`src/rtl/bsg_mem_1rw_sync_mask_write_byte_client.sv`:
```
// Initiator-side adapter for a 1rw synchronous byte-masked memory.
// Turns ready/valid requests into memory pin activity, optionally zero-fills
// the array after reset, and queues read data in a credit-managed buffer.
//
// state  | meaning
// eInit  | zero-filling the array, one word per cycle, requests blocked
// eReady | fill done, requests accepted while read credits remain

module bsg_mem_1rw_sync_mask_write_byte_client #(
    parameter  int data_width_p        = 32,
    parameter  int els_p               = 16,
    parameter  int init_p              = 1,
    parameter  int buf_els_p           = 3,
    localparam int addr_width_lp       = (els_p > 1) ? $clog2(els_p) : 1,
    localparam int write_mask_width_lp = data_width_p >> 3
) (
    input  logic                           clk_i,
    input  logic                           reset_n_i,

    input  logic                           v_i,
    input  logic                           w_i,
    input  logic [addr_width_lp-1:0]       addr_i,
    input  logic [data_width_p-1:0]        data_i,
    input  logic [write_mask_width_lp-1:0] write_mask_i,
    output logic                           ready_o,

    output logic                           v_o,
    output logic [data_width_p-1:0]        data_o,
    input  logic                           yumi_i,

    output logic                           init_done_o,

    output logic                           mem_v_o,
    output logic                           mem_w_o,
    output logic [addr_width_lp-1:0]       mem_addr_o,
    output logic [data_width_p-1:0]        mem_data_o,
    output logic [write_mask_width_lp-1:0] mem_w_mask_o,
    input  logic [data_width_p-1:0]        mem_data_i
);

    localparam int ptr_w_lp = (buf_els_p > 1) ? $clog2(buf_els_p) : 1;
    // occupancy may momentarily count buf_els_p plus the in-flight read
    localparam int cnt_w_lp = $clog2(buf_els_p + 2);

    localparam logic [addr_width_lp-1:0] last_addr_lp = addr_width_lp'(els_p - 1);
    localparam logic [ptr_w_lp-1:0]      last_ptr_lp  = ptr_w_lp'(buf_els_p - 1);
    localparam logic [cnt_w_lp-1:0]      credits_lp   = cnt_w_lp'(buf_els_p);

    typedef enum logic {eInit = 1'b0, eReady = 1'b1} state_e;

    state_e                    state_q, state_d;
    logic [addr_width_lp-1:0]  fill_cnt_q, fill_cnt_d;
    logic                      pend_q, pend_d;
    logic [ptr_w_lp-1:0]       head_q, head_d, tail_q, tail_d;
    logic [cnt_w_lp-1:0]       count_q, count_d;
    logic [data_width_p-1:0]   buf_q [buf_els_p];

    logic [cnt_w_lp-1:0]       occ;
    logic                      credit_ok;
    logic                      issue;
    logic                      push;
    logic                      pop;

    // Credits depend only on registered state so ready_o never sees v_i/yumi_i.
    assign occ       = cnt_w_lp'(pend_q) + count_q;
    assign credit_ok = occ < credits_lp;
    assign issue     = reset_n_i & (state_q == eReady) & credit_ok & v_i;
    assign push      = pend_q;
    assign v_o       = (count_q != '0);
    assign pop       = yumi_i & v_o;
    assign data_o    = buf_q[head_q];

    // State, fill counter, pending-read flag and buffer pointers.
    always_ff @(posedge clk_i or negedge reset_n_i) begin
        if (!reset_n_i) begin
            state_q    <= (init_p != 0) ? eInit : eReady;
            fill_cnt_q <= '0;
            pend_q     <= 1'b0;
            head_q     <= '0;
            tail_q     <= '0;
            count_q    <= '0;
        end else begin
            state_q    <= state_d;
            fill_cnt_q <= fill_cnt_d;
            pend_q     <= pend_d;
            head_q     <= head_d;
            tail_q     <= tail_d;
            count_q    <= count_d;
        end
    end

    // Next state: walk the fill counter to the last word, then go ready.
    always_comb begin
        state_d    = state_q;
        fill_cnt_d = fill_cnt_q;
        pend_d     = issue & ~w_i;
        head_d     = head_q;
        tail_d     = tail_q;
        count_d    = count_q;
        case (state_q)
            eInit: begin
                fill_cnt_d = fill_cnt_q + 1'b1;
                if (fill_cnt_q == last_addr_lp) state_d = eReady;
            end
            eReady: ;
            default: state_d = eReady;
        endcase
        if (push) tail_d = (tail_q == last_ptr_lp) ? '0 : tail_q + 1'b1;
        if (pop)  head_d = (head_q == last_ptr_lp) ? '0 : head_q + 1'b1;
        case ({push, pop})
            2'b10:   count_d = count_q + 1'b1;
            2'b01:   count_d = count_q - 1'b1;
            default: count_d = count_q;
        endcase
    end

    // Outputs: fill writes in eInit, pass-through of the request in eReady.
    always_comb begin
        ready_o      = 1'b0;
        init_done_o  = 1'b0;
        mem_v_o      = 1'b0;
        mem_w_o      = 1'b0;
        mem_addr_o   = '0;
        mem_data_o   = '0;
        mem_w_mask_o = '0;
        case (state_q)
            eInit: begin
                mem_v_o      = reset_n_i;
                mem_w_o      = 1'b1;
                mem_addr_o   = fill_cnt_q;
                mem_w_mask_o = '1;
            end
            eReady: begin
                ready_o      = reset_n_i & credit_ok;
                init_done_o  = reset_n_i;
                mem_v_o      = issue;
                mem_w_o      = w_i;
                mem_addr_o   = addr_i;
                mem_data_o   = data_i;
                mem_w_mask_o = write_mask_i;
            end
            default: ;
        endcase
    end

    // Response storage; contents need no reset since count_q gates v_o.
    always_ff @(posedge clk_i) begin
        if (push) buf_q[tail_q] <= mem_data_i;
    end

    // Simulation checks on parameters and consumer protocol.
    always_ff @(posedge clk_i) begin
        if (reset_n_i) begin
            assert (data_width_p % 8 == 0) else $error("data_width_p must be a multiple of 8");
            assert (buf_els_p >= 1)        else $error("buf_els_p must be at least 1");
            assert (els_p >= 1)            else $error("els_p must be at least 1");
            assert (!(yumi_i && !v_o))     else $error("yumi_i asserted while v_o is low");
            assert (!(push && !pop && count_q == credits_lp)) else $error("response buffer overflow");
        end
    end

endmodule

```
`config.mk`:
```
export PLATFORM = sky130hd
export DESIGN_NAME = bsg_mem_1rw_sync_mask_write_byte_client
export DESIGN_NICKNAME = d
export VERILOG_FILES = /design/src/rtl/bsg_mem_1rw_sync_mask_write_byte_client.sv
export SDC_FILE = /design/constraint.sdc
export NUM_CORES = 1
export LEC_CHECK = 0
export CAP_MARGIN = 20
export CORE_MARGIN = 4
export CORE_UTILIZATION = 45
export DETAILED_ROUTE_END_ITERATION = 12
export GPL_ROUTABILITY_DRIVEN = 0
export MAX_ROUTING_LAYER = met4
export PLACE_DENSITY_LB_ADDON = 0.05
export SETUP_SLACK_MARGIN = 0.1
export SLEW_MARGIN = 20
export SYNTH_ARGS = -nofsm -noshare
export SYNTH_HDL_FRONTEND = slang
export SYNTH_SLANG_ARGS = --single-unit
```
`constraint.sdc`:
```
create_clock -name clk_i -period 4 [get_ports clk_i]
set_input_delay 0.6 -clock clk_i [delete_from_list [all_inputs] [get_ports clk_i]]
set_output_delay 0.6 -clock clk_i [all_outputs]
set_load 0.005 [all_outputs]
```
-- Yosys cells after proc, flatten, opt, wreduce, memory -nomap -nowiden
Memory sizes are Yosys's and may differ from the RTL's.
Index checks and enable logic that the tools add are counted.
- register bits after elaboration: 13
- bits in writable memories: 96
- input port bits: 77
- output and inout port bits: 77
- logic and storage cells: 43
- memories kept: 1
- add/sub/neg operators: 6
- $lt $le $gt $ge: 1
- eq/ne operators: 5
- multiplexer cells: 14
- bitwise logic cells: 8
- reductions and logical operators: 2
- memory list (name ; depth ; width ; read ports ; clocked after Yosys merged registers in ; write ports ; RTL line ; source):
    buf_q ; 3 ; 32 ; 1 ; 0 ; 1 ; 56 ; logic [data_width_p-1:0] buf_q [buf_els_p];
- operator list (cell ; count):
    32-bit 2-to-1 mux ; 1
    4-bit case mux with 2 select lines ; 2
    1-bit bitwise AND ; 6
    2-bit equality test (second input constant) ; 3
    1-bit 2-to-1 mux ; 6
    3-bit case mux with 2 select lines ; 1
    2-bit by 1-bit adder with 2-bit output (second input constant) ; 2
    4-bit by 1-bit adder with 4-bit output (second input constant) ; 1
    4-bit equality test (second input constant) ; 1
    2-bit 2-to-1 mux ; 2
    1-bit case mux with 2 select lines ; 2
    1-bit by 3-bit adder with 3-bit output ; 1
    3-bit by 1-bit adder with 3-bit output (second input constant) ; 1
    3-bit by 2-bit less-than comparator with 1-bit output (second input constant) ; 1
    3-bit nonzero test ; 1
    3-bit by 1-bit subtractor with 3-bit output (second input constant) ; 1
    2-bit by 1-bit equality test with 1-bit output (second input constant) ; 1
    1-bit NOT ; 2
    2-bit nonzero test ; 1

-- Depth between registers and ports, before layout
Gate-level depths: netlist of run 1.
- depth after elaboration: 5
- mapped depth: 8
- gate-level depth less buffers: 8

-- Worst setup path after synthesis of run 1
OpenSTA, ideal clock, no wires.
- path type: reg-to-reg
- start point: reg pend_q
- end point: mem buf_q[2][0] (enable)
- setup time: 0.468 ns
- arrival: 2.826 ns
- data required time: 3.532 ns
- setup slack: 0.707 ns
- cell stages (with the launch flop): 3
- path buffers: 0
- clock period less this slack: 3.293 ns
- cell sequence: dfrtp_1 > inv_1 > nor3b_1
- cells in the longest elaborated chain, start to end: 2
- RTL lines (item ; RTL line ; source):
    from (decl) ; 53 ; logic pend_q, pend_d;
    from (signal assigned) ; 85 ; pend_q <= pend_d;
    1-bit 2-to-1 mux ; 148 ; if (push) buf_q[tail_q] <= mem_data_i;
    1-bit 2-to-1 mux (implied by the code) ; 148 ;
    to (decl) ; 56 ;
No other way between the ends.

-- Worst setup path in the final report of run 1
- start point: reg head_q[0]
- end point: out data_o[31]
- cells in the longest elaborated chain, start to end: 1
- RTL lines (item ; RTL line ; source):
    from (decl) ; 54 ; logic [ptr_w_lp-1:0] head_q, head_d, tail_q, tail_d;
    from (signal assigned) ; 79 ; head_q <= '0;
    from (signal assigned) ; 86 ; head_q <= head_d;
    memory 3 x 32 bit ; -- ;
    to (decl) ; 28 ; output logic [data_width_p-1:0] data_o,
No other way between the ends.

==> results_dict.tcl, run 1 <==
set metrics [dict create \
    synthSimpleGateAreaFrac 0.0976 \
    avgViaCountPerCell 4.78 \
    p_int_mw 2.19 \
    nets 541 \
    combPwrFrac 0.310 \
    final_cells 596 \
    finClkSkew_ns 0.0115 \
    min_period_ns 2.97 \
    syn_area_mm2 0.00452 \
    die_h_um 108 \
    synth_fp_nets 388 \
    start_util 0.463 \
    vias 2846 \
    whs_path_depth 1 \
    worst_pin_slew_ns 1.06 \
    drc_errors 0 \
    clk_pin_slew_ns 0.09 \
    wl_per_cell_um 15.2 \
    endpoint_kind "output pin" \
    dp.cells 581 \
    antennaDiodeCount 0 \
    gr-usage-met2 0.293 \
    swShare 0.290 \
    max_freq_mhz 337 \
    totalPowerFinal_mw 3.08 \
    core_area_mm2 0.00977 \
    hpwl_mm 6.25 \
    grt_pass1_wl_mm 14.8 \
    drt_iter0_markers 198 \
    hp-class "reg2reg" \
    globalRouteMet3Util 0.0496 \
    die_area_mm2 0.0117 \
    synth_top_family_by_area "simple AND/OR/NAND/NOR gates" \
    cts_max_path_buffers 2 \
    multi_input_area_mm2 0.00120 \
    synth-xor-area-share 0.0136 \
    rsz0062_at_grt "false" \
    postCtsResizedCells 0 \
    synth.mux.area_fraction 0.0855 \
    r2r_start "pend_q$_DFF_PN0_" \
    finalWorstSetupSlack_ns 1.03 \
    hold_buffers 0 \
    final_cell_mix "clkdlybuf4s50_1 (153), edfxtp_1 (96), nand2_1 (37)" \
    ys_types 28 \
    required_ns 3.40 \
    powerDensity_mw_per_mm2 486 \
    pre_cts_ws_ns 1.20 \
    antenna_found_initial 0 \
    drive_above_1_share 0.0713 \
    setup_viol 0 \
    hold_violations 0 \
    clk_latency_ns 0.35 \
    rrSetupSlack_ns 2.10 \
    busiest_layer "met2" \
    fill_cells 732 \
    outcome "finished, final reports clean" \
    yosys_warnings 0 \
    cts-root-buf "clkbuf_8" \
    synth.yosys.seq_area_share 0.709 \
    r2r_cells 3 \
    start_kind "register" \
    synth_compound_area_frac 0.0492 \
    critPathMaxFanout 35 \
    cts_tree "yes" \
    netlist_instances 306 \
    post-cts-setup-buffers 0 \
    crit_type "reg2out" \
    area_delta_synth_final_pct 40.2 \
    grt_pass1_vias 2997 \
    drtPass1Iterations 4 \
    switchingPower_mw 0.893 \
    register_area_mm2 0.00321 \
    slew_headroom 0.297 \
    tns_ns 0 \
    drv_slew 0 \
    grt.total_usage 0.169 \
    final.period_utilization 0.742 \
    synth_area_per_cell_um2 14.8 \
    crit_arrival_ns 2.37 \
    drt_wl_total_mm 9.08 \
    clockPowerShare 0.190 \
    rows 36 \
    hold_path_end "fill_cnt_q[3]$_DFFE_PN0N_" \
    antenna_left 0 \
    gr-usage-met1 0.195 \
    drv_cap 0 \
    numCtsBuffers 9 \
    peakVddDrop_mv 0.237 \
    synth-seq-cells 109 \
    io_pins 154 \
    dieWidth_um 108 \
    cts_num_sinks 109 \
    min_from "fill_cnt_q[3]$_DFFE_PN0N_" \
    layout_commonest_cell "clkdlybuf4s50_1" \
    grt_max_degree 68 \
    io_buffer_count 153 \
    cts_max_level 3 \
    p_leak_nw 2.26 \
    p_seq_frac 0.501 \
    r2r-end "buf_q[0][10]$_DFFE_PP_" \
    gr-total-overflow 0 \
    synthAdderAreaFrac 0.0155 \
]
==> how the worst max path moves through the flow <==
stage / from / to / depth (start not counted) / slack (ns)
4_1_cts: head_q[0]$_DFFE_PN0N_ / data_o[31] / 3 / 0.96
2_1_floorplan: pend_q$_DFF_PN0_ / buf_q[2][0]$_DFFE_PP_ / 2 / 0.71
6_report: head_q[0]$_DFFE_PN0N_ / data_o[31] / 3 / 1.03
5_1_grt: head_q[0]$_DFFE_PN0N_ / data_o[0] / 3 / 0.83
3_3_place_gp: reset_n_i / mem_v_o / 6 / 1.20
3_5_place_dp: reset_n_i / mem_v_o / 6 / 1.20
==> cells in the mapped netlist (all sizes together) <==
library cell / instances / area [µm²]
nor2: 4 / 15.0
nand2b: 6 / 37.5
a31o: 1 / 8.76
ha: 4 / 50.1
o31ai: 1 / 21.3
clkbuf: 4 / 15.0
nor3: 2 / 10.0
a21o: 3 / 22.5
nand2: 37 / 139
mux2: 5 / 56.3
dfrtp: 13 / 325
fa: 1 / 20.0
edfxtp: 96 / 2880
inv: 6 / 22.5
mux2i: 33 / 330
nor3b: 1 / 7.51
nand4b: 2 / 17.5
o21ai: 34 / 170
xnor2: 4 / 35.0
or3: 1 / 7.51
xor2: 3 / 26.3
buf: 12 / 95.1
and2: 33 / 208
==> through the flow <==
step / hold slack [ns] / instance area, µm² / utilization
floorplan: 0.304 / 4520 / -
global placement: 0.496 / 6170 / 0.631
detailed placement: 0.494 / 6170 / 0.631
CTS: 0.510 / 6340 / 0.649
global route: 0.539 / 6340 / 0.649
finish: 0.505 / 6340 / 0.649
==> metal layers <==
layer / vias up / share of wire
met5: - / 0
met4: 0 / 0.0096
met3: 9 / 0.061
met2: 85 / 0.52
met1: 1352 / 0.41
li1: 1400 / -
==> worst max-delay path: stages (launching register included) <==
cell and delay (ns):
dfrtp_2 1.07, mux2i_1 0.16, o21ai_0 0.21, clkdlybuf4s50_1 0.57
==> cell type report <==
cell class / count / area share
Multi-Input combinational cell: 175 / 0.189
Timing Repair Buffer: 158 / 0.247
Sequential cell: 109 / 0.507
Tap cell: 133 / 0.0262
Clock buffer: 10 / 0.0201
Clock inverter: 5 / 0.00690
Inverter: 6 / 0.00355
==> state kept, by name (all words and copies together) (netlist names) <==
name,count
pend_q,1
state_q,1
head_q,2
count_q,3
tail_q,2
fill_cnt_q,4
buf_q,96
==> cell families after synthesis <==
kind of cell / Yosys count
AO/OA/AOI/OAI: 39
XOR/XNOR: 7
adder cells (fa/ha/maj): 5
buffers and inverters: 22
flip-flops: 109
multiplexers: 38
AND/OR/NAND/NOR: 86
==> power by group through the flow <==
stage	sequential [mW]	combinational [mW]	clock [mW]
after floorplan	1.39	0.587	0
after global placement	1.57	0.960	0
after detailed placement	1.58	0.969	0
after CTS	1.55	0.978	0.602
after global routing	1.58	1.05	0.641
final	1.54	0.955	0.584
Note: power is estimated with default switching activity, not from simulation.
==> inputs of run 2 (changes only) <==
--- a/config.mk
+++ b/config.mk
@@ -7,7 +7,7 @@
 export LEC_CHECK = 0
 export CAP_MARGIN = 20
 export CORE_MARGIN = 4
-export CORE_UTILIZATION = 45
+export CORE_UTILIZATION = 41
 export DETAILED_ROUTE_END_ITERATION = 12
 export GPL_ROUTABILITY_DRIVEN = 0
 export MAX_ROUTING_LAYER = met4
==> constraint.sdc (replaced) <==
create_clock -name clk_i -period 2.54 [get_ports clk_i]
set_input_delay 0.381 -clock clk_i [delete_from_list [all_inputs] [get_ports clk_i]]
set_output_delay 0.381 -clock clk_i [all_outputs]
set_load 0.005 [all_outputs]
==> run 2 against run 1 <==
  * Count of clock-buffer cells in the layout decreased by 1
  * Clock power increased by 58%
  * Cell area increased by 1.9%
  * Cell count increased by 3.4%
  * Sequential share of layout area decreased by 0.92 points
  * Hold slack got worse by 0.19 ns
  * Sequential cell count unchanged
  * Power increased by 61%
  * Global-route usage decreased by 1.5 points
  * Combinational power increased by 92%
  * Non-clock buffer count increased by 12
  * Critical endpoint is now data_o[11]
  * Largest cell class unchanged
  * Highest routed layer unchanged
==> results_dict.tcl, run 2 (synthesized netlist as in run 1, its figures left out) <==
set metrics [dict create \
    critPathMaxFanout 15 \
    drc_errors 0 \
    largest_reg_flops 96 \
    vias 2863 \
    cts_max_level 3 \
    critPathMaxStageDelay_ns 0.52 \
    grt_max_degree 34 \
    setup_viol 0 \
    finClkSkew_ns 0.0102 \
    grt_pass1_vias 3057 \
    cts-root-buf "clkbuf_8" \
    max_freq_mhz 431 \
    grt_pass1_wl_mm 14.8 \
    drt_wl_total_mm 9.14 \
    drtPass1Iterations 6 \
    core_area_mm2 0.0108 \
    cts_tree "yes" \
    top_register "buf_q" \
    hp-class "in2async" \
    cp.depth 5 \
    clk_latency_ns 0.36 \
    cpLargestDelayFamily "buffers and inverters" \
    wl_per_cell_um 14.8 \
    tns_ns 0 \
    final.period_utilization 0.913 \
    antenna_left 0 \
    final_cell_mix "clkdlybuf4s50_1 (151), edfxtp_1 (96), nand2_1 (37)" \
    required_ns 2.16 \
    outcome "finished, final reports clean" \
    powerDensity_mw_per_mm2 768 \
    r2r_cells 9 \
    numCtsBuffers 9 \
    totalPowerFinal_mw 4.97 \
    r2r-end "count_q[2]$_DFFE_PN0P_" \
    path_cells "buf_6 -> buf_4 -> mux2i_1 -> o21ai_1 -> clkdlybuf4s50_1" \
    clk_pin_slew_ns 0.10 \
    layout_commonest_cell "clkdlybuf4s50_1" \
    grt.total_usage 0.154 \
    drv_cap 0 \
    crit_path_start "head_q[0]$_DFFE_PN0N_" \
    die_h_um 113 \
    crit_arrival_ns 1.94 \
    gr-total-overflow 0 \
    antennaDiodeCount 0 \
    crit_buf_inv 3 \
    reg_top3 "buf_q: 96 flops, fill_cnt_q: 4 flops, count_q: 3 flops" \
    dieWidth_um 113 \
    worst_pin_slew_ns 0.486 \
    io_pins 154 \
    slowest_stage "clkdlybuf4s50_1" \
    nets 553 \
    p_leak_nw 2.34 \
    die_area_mm2 0.0128 \
    rows 38 \
    hpwl_mm 6.48 \
    finalWorstSetupSlack_ns 0.220 \
    drive_above_1_share 0.101 \
    antenna_found_initial 0 \
    area_delta_synth_final_pct 42.9 \
    min_period_ns 2.32 \
    peakVddDrop_mv 0.341 \
    start_kind "register" \
    rrSetupSlack_ns 0.71 \
    slew_headroom 0.676 \
    pre_cts_ws_ns 0.349 \
    endpoint_kind "output pin" \
    rsz0062_at_grt "true" \
    r2r_start "count_q[0]$_DFFE_PN0P_" \
    start_util 0.417 \
    cts_num_sinks 109 \
    hold_violations 0 \
    drt_iter0_markers 98 \
    cts_max_path_buffers 2 \
    whs_ns 0.317 \
    drv_slew 0 \
    avgViaCountPerCell 4.65 \
    io_buffer_count 153 \
    crit_type "reg2out" \
]
[run 2: changes by cell type in the layout (fill, tap and decap cells not counted), sizes merged]
cell	before	now
clkinvlp	0	3
buf	5	17
clkdlybuf4s50	153	151
dlygate4sd2	0	1
clkbuf	10	9
inv	8	7
dlymetal6s2s	0	1
[run 2: repair_timing]
action,CTS,global route
endpoints found under the hold margin,0,0
gates resized for setup,3,3
hold buffers,0,0
endpoints found under the setup margin,6,18
setup buffers,1,0
[run 2: layout make-up]
cell class | count | area [µm²]
Clock buffer | 9 | 124
Clock inverter | 7 | 51.3
Fill cell | 883 | 4380
Inverter | 6 | 22.5
Multi-Input combinational cell | 175 | 1210
Sequential cell | 109 | 3220
Tap cell | 140 | 175
Timing Repair Buffer | 170 | 1660
[run 2: worst register-to-register path, delay by kind of cell (launching register included)]
kind / cells / cell delay [ns]
DFF: 1 / 0.41
adders and majority gates: 2 / 0.38
buffers and inverters: 3 / 0.32
xor gates and xnor gates: 2 / 0.29
AOI/OAI and AO/OA: 1 / 0.27
and+or+nand+nor: 1 / 0.06
[run 2: stage by stage]
step	cells	utilization	area, µm²
floorplan	306	-	4530
global placement	599	0.579	6270
detailed placement	599	0.579	6270
CTS	616	0.596	6460
global route	616	0.596	6460
finish	616	0.596	6460
[run 2: layer usage]
| layer | vias up | part of all wire | GRT usage | wire, µm |
|---|---|---|---|---|
| met3 | 11 | 0.068 | 0.0465 | 624 |
| met5 | - | 0 | - | 0 |
| li1 | 1421 | - | - | - |
| met1 | 1332 | 0.42 | 0.177 | 3830 |
| met4 | 0 | 0.013 | 0.0505 | 123 |
| met2 | 99 | 0.50 | 0.258 | 4560 |
[run 2: worst max-delay path by stage]
stage                            end  slack, ns
2_1_floorplan  buf_q[1][0]$_DFFE_PP_       0.28
3_3_place_gp                 mem_v_o       0.35
3_5_place_dp                 mem_v_o       0.35
4_1_cts                      ready_o       0.11
5_1_grt                   data_o[20]        0.1
6_report                  data_o[11]       0.22
[run 2: report_power, final]
group / internal [mW] / total [mW] / switching (mW) / leakage, nW
Combinational: 1.08 / 1.83 / 0.747 / 1.23
Sequential: 2.08 / 2.21 / 0.134 / 1.03
Clock: 0.359 / 0.923 / 0.563 / 0.0808
Total: 3.52 / 4.97 / 1.44 / 2.34
==> inputs of run 3 (changes only) <==
--- a/config.mk
+++ b/config.mk
@@ -6,7 +6,7 @@
 export NUM_CORES = 1
 export LEC_CHECK = 0
 export CAP_MARGIN = 20
-export CORE_MARGIN = 4
+export CORE_MARGIN = 2
 export CORE_UTILIZATION = 41
 export DETAILED_ROUTE_END_ITERATION = 12
 export GPL_ROUTABILITY_DRIVEN = 0
==> constraint.sdc (replaced) <==
create_clock -name clk_i -period 2.54 [get_ports clk_i]
set_input_delay 0.254 -clock clk_i [delete_from_list [all_inputs] [get_ports clk_i]]
set_output_delay 0.254 -clock clk_i [all_outputs]
set_load 0.005 [all_outputs]
==> run 3 against run 2 <==
  * Worst setup slack gained 0.087 ns
  * Critical path type unchanged
  * Power grew 3.8%
  * Combinational power shrank 2%
  * Clock skew grew 0.015 ns
  * Critical endpoint is now ready_o
  * Sequential cell count is the same
==> results_dict.tcl, run 3 (synthesized netlist as in run 1, its figures left out) <==
set metrics [dict create \
    hold_violations 0 \
    outcome "finished, final reports clean" \
    hp-class "in2async" \
    required_ns 2.29 \
    io_pins 154 \
    path_cells "ha_1 -> ha_1 -> nand2_1 -> nand2_1 -> nor2_1 -> clkdlybuf4s50_1" \
    dieWidth_um 109 \
    drive_above_1_share 0.101 \
    cpLargestDelayFamily "buffers and inverters" \
    clk_pin_slew_ns 0.10 \
    cts_max_path_buffers 2 \
    cts_tree "yes" \
    hpwl_mm 6.48 \
    io_buffer_count 153 \
    peakVddDrop_mv 0.343 \
    cts-root-buf "clkbuf_8" \
    slew_headroom 0.781 \
    nets 553 \
    drt_iter0_markers 107 \
    drt_wl_total_mm 9.42 \
    slowest_stage "clkdlybuf4s50_1" \
    clk_latency_ns 0.37 \
    drc_errors 0 \
    grt.total_usage 0.170 \
    start_util 0.419 \
    drv_slew 0 \
    fill_cells 873 \
    cts_max_level 3 \
    placed_area_mm2 0.00627 \
    critPathMaxFanout 2 \
    min_period_ns 2.23 \
    wl_per_cell_um 15.3 \
    numCtsBuffers 9 \
    rsz0062_at_grt "false" \
    pre_cts_ws_ns 0.440 \
    max_freq_mhz 448 \
    setup_viol 0 \
    reg_top3 "buf_q: 96 flops, fill_cnt_q: 4 flops, count_q: 3 flops" \
    finalWorstSetupSlack_ns 0.307 \
    powerDensity_mw_per_mm2 792 \
    final.period_utilization 0.879 \
    final_design_area_no_fill_mm2 0.00651 \
    area_delta_synth_final_pct 44.0 \
    die_h_um 109 \
    grt_pass1_vias 2927 \
    gr-total-overflow 0 \
    finClkSkew_ns 0.0255 \
    largest_reg_flops 96 \
    worst_pin_slew_ns 0.328 \
    grt_pass1_wl_mm 14.8 \
    crit_arrival_ns 1.98 \
    layout_commonest_cell "clkdlybuf4s50_1" \
    crit_type "reg2out" \
    rows 38 \
    crit_buf_inv 1 \
    hold_buffers 0 \
    grt_max_degree 32 \
    drtPass1Iterations 4 \
    busiest_layer "met2" \
    vias 2871 \
    top_register "buf_q" \
    p_leak_nw 2.36 \
    critPathMaxStageDelay_ns 0.53 \
    avgViaCountPerCell 4.66 \
    start_kind "register" \
    core_area_mm2 0.0108 \
    gr-usage-met2 0.287 \
    tns_ns 0 \
    antennaDiodeCount 0 \
    endpoint_kind "output pin" \
    cts_num_sinks 109 \
    die_area_mm2 0.0119 \
    antenna_found_initial 0 \
    gr-usage-met1 0.203 \
    drv_cap 0 \
    globalRouteMet3Util 0.0442 \
    final_cell_mix "clkdlybuf4s50_1 (152), edfxtp_1 (96), nand2_1 (37)" \
    antenna_left 0 \
]
==> run 3: area by class of cell <==
class | count | area [µm²] | area share
multi-input cells | 175 | 1210 | 0.186
repair buffers | 170 | 1680 | 0.258
flip-flops and latches | 109 | 3220 | 0.494
well taps | 140 | 175 | 0.0269
clock buffers | 10 | 128 | 0.0196
clock inverters | 6 | 75.1 | 0.0115
inverters | 6 | 22.5 | 0.00346
==> run 3: power by group <==
group | switching, mW | internal [mW]
registers | 0.203 | 2.08
clock network | 0.607 | 0.475
logic | 0.687 | 1.10
==> run 3: worst reg2reg max path, stage by stage, from the launching register on <==
cell     delay [ns]
dfrtp_1        0.40
buf_4          0.14
inv_1          0.21
ha_1           0.24
inv_1          0.06
fa_1           0.37
xor2_1         0.15
nor2_1         0.13
xor2_1         0.17
==> run 3: metrics by stage <==
| step | power (mW) | instances | util | hold WS [ns] |
|---|---|---|---|---|
| after floorplan | 3.11 | 306 | - | -0.0416 |
| after global placement | 4.07 | 597 | 0.581 | 0.512 |
| after detailed placement | 4.10 | 597 | 0.581 | 0.513 |
| after CTS | 5.20 | 615 | 0.601 | 0.202 |
| after global routing | 5.47 | 616 | 0.603 | 0.237 |
| final | 5.15 | 616 | 0.603 | 0.219 |
==> run 3: final timing paths <==
check                                                from                        end  slack, ns  cells past startpoint
worst max register to register           pend_q$_DFF_PN0_     count_q[2]$_DFFE_PN0P_       0.61                      8
min in group clk_i                                    w_i           pend_q$_DFF_PN0_       0.45                      2
worst min register to register  fill_cnt_q[3]$_DFFE_PN0N_  fill_cnt_q[3]$_DFFE_PN0N_       0.52                      1
worst min-delay path                            reset_n_i      tail_q[1]$_DFFE_PN0P_       0.22                      2
max in group asynchronous                       reset_n_i      head_q[1]$_DFFE_PN0N_       2.12                      2
worst max-delay path                     pend_q$_DFF_PN0_                    ready_o       0.31                      6
==> run 3: repair_timing <==
item	4_1_cts	5_1_grt
buffers inserted	2	1
setup endpoints to repair	16	20
endpoints found under the hold margin	0	0
resized for setup	2	3
==> run 3: per-layer routing <==
metal / wire, µm / up-vias
li1: - / 1430
met1: 3940 / 1360
met2: 4850 / 75
met3: 547 / 6
met4: 77 / 0
met5: 0 / -
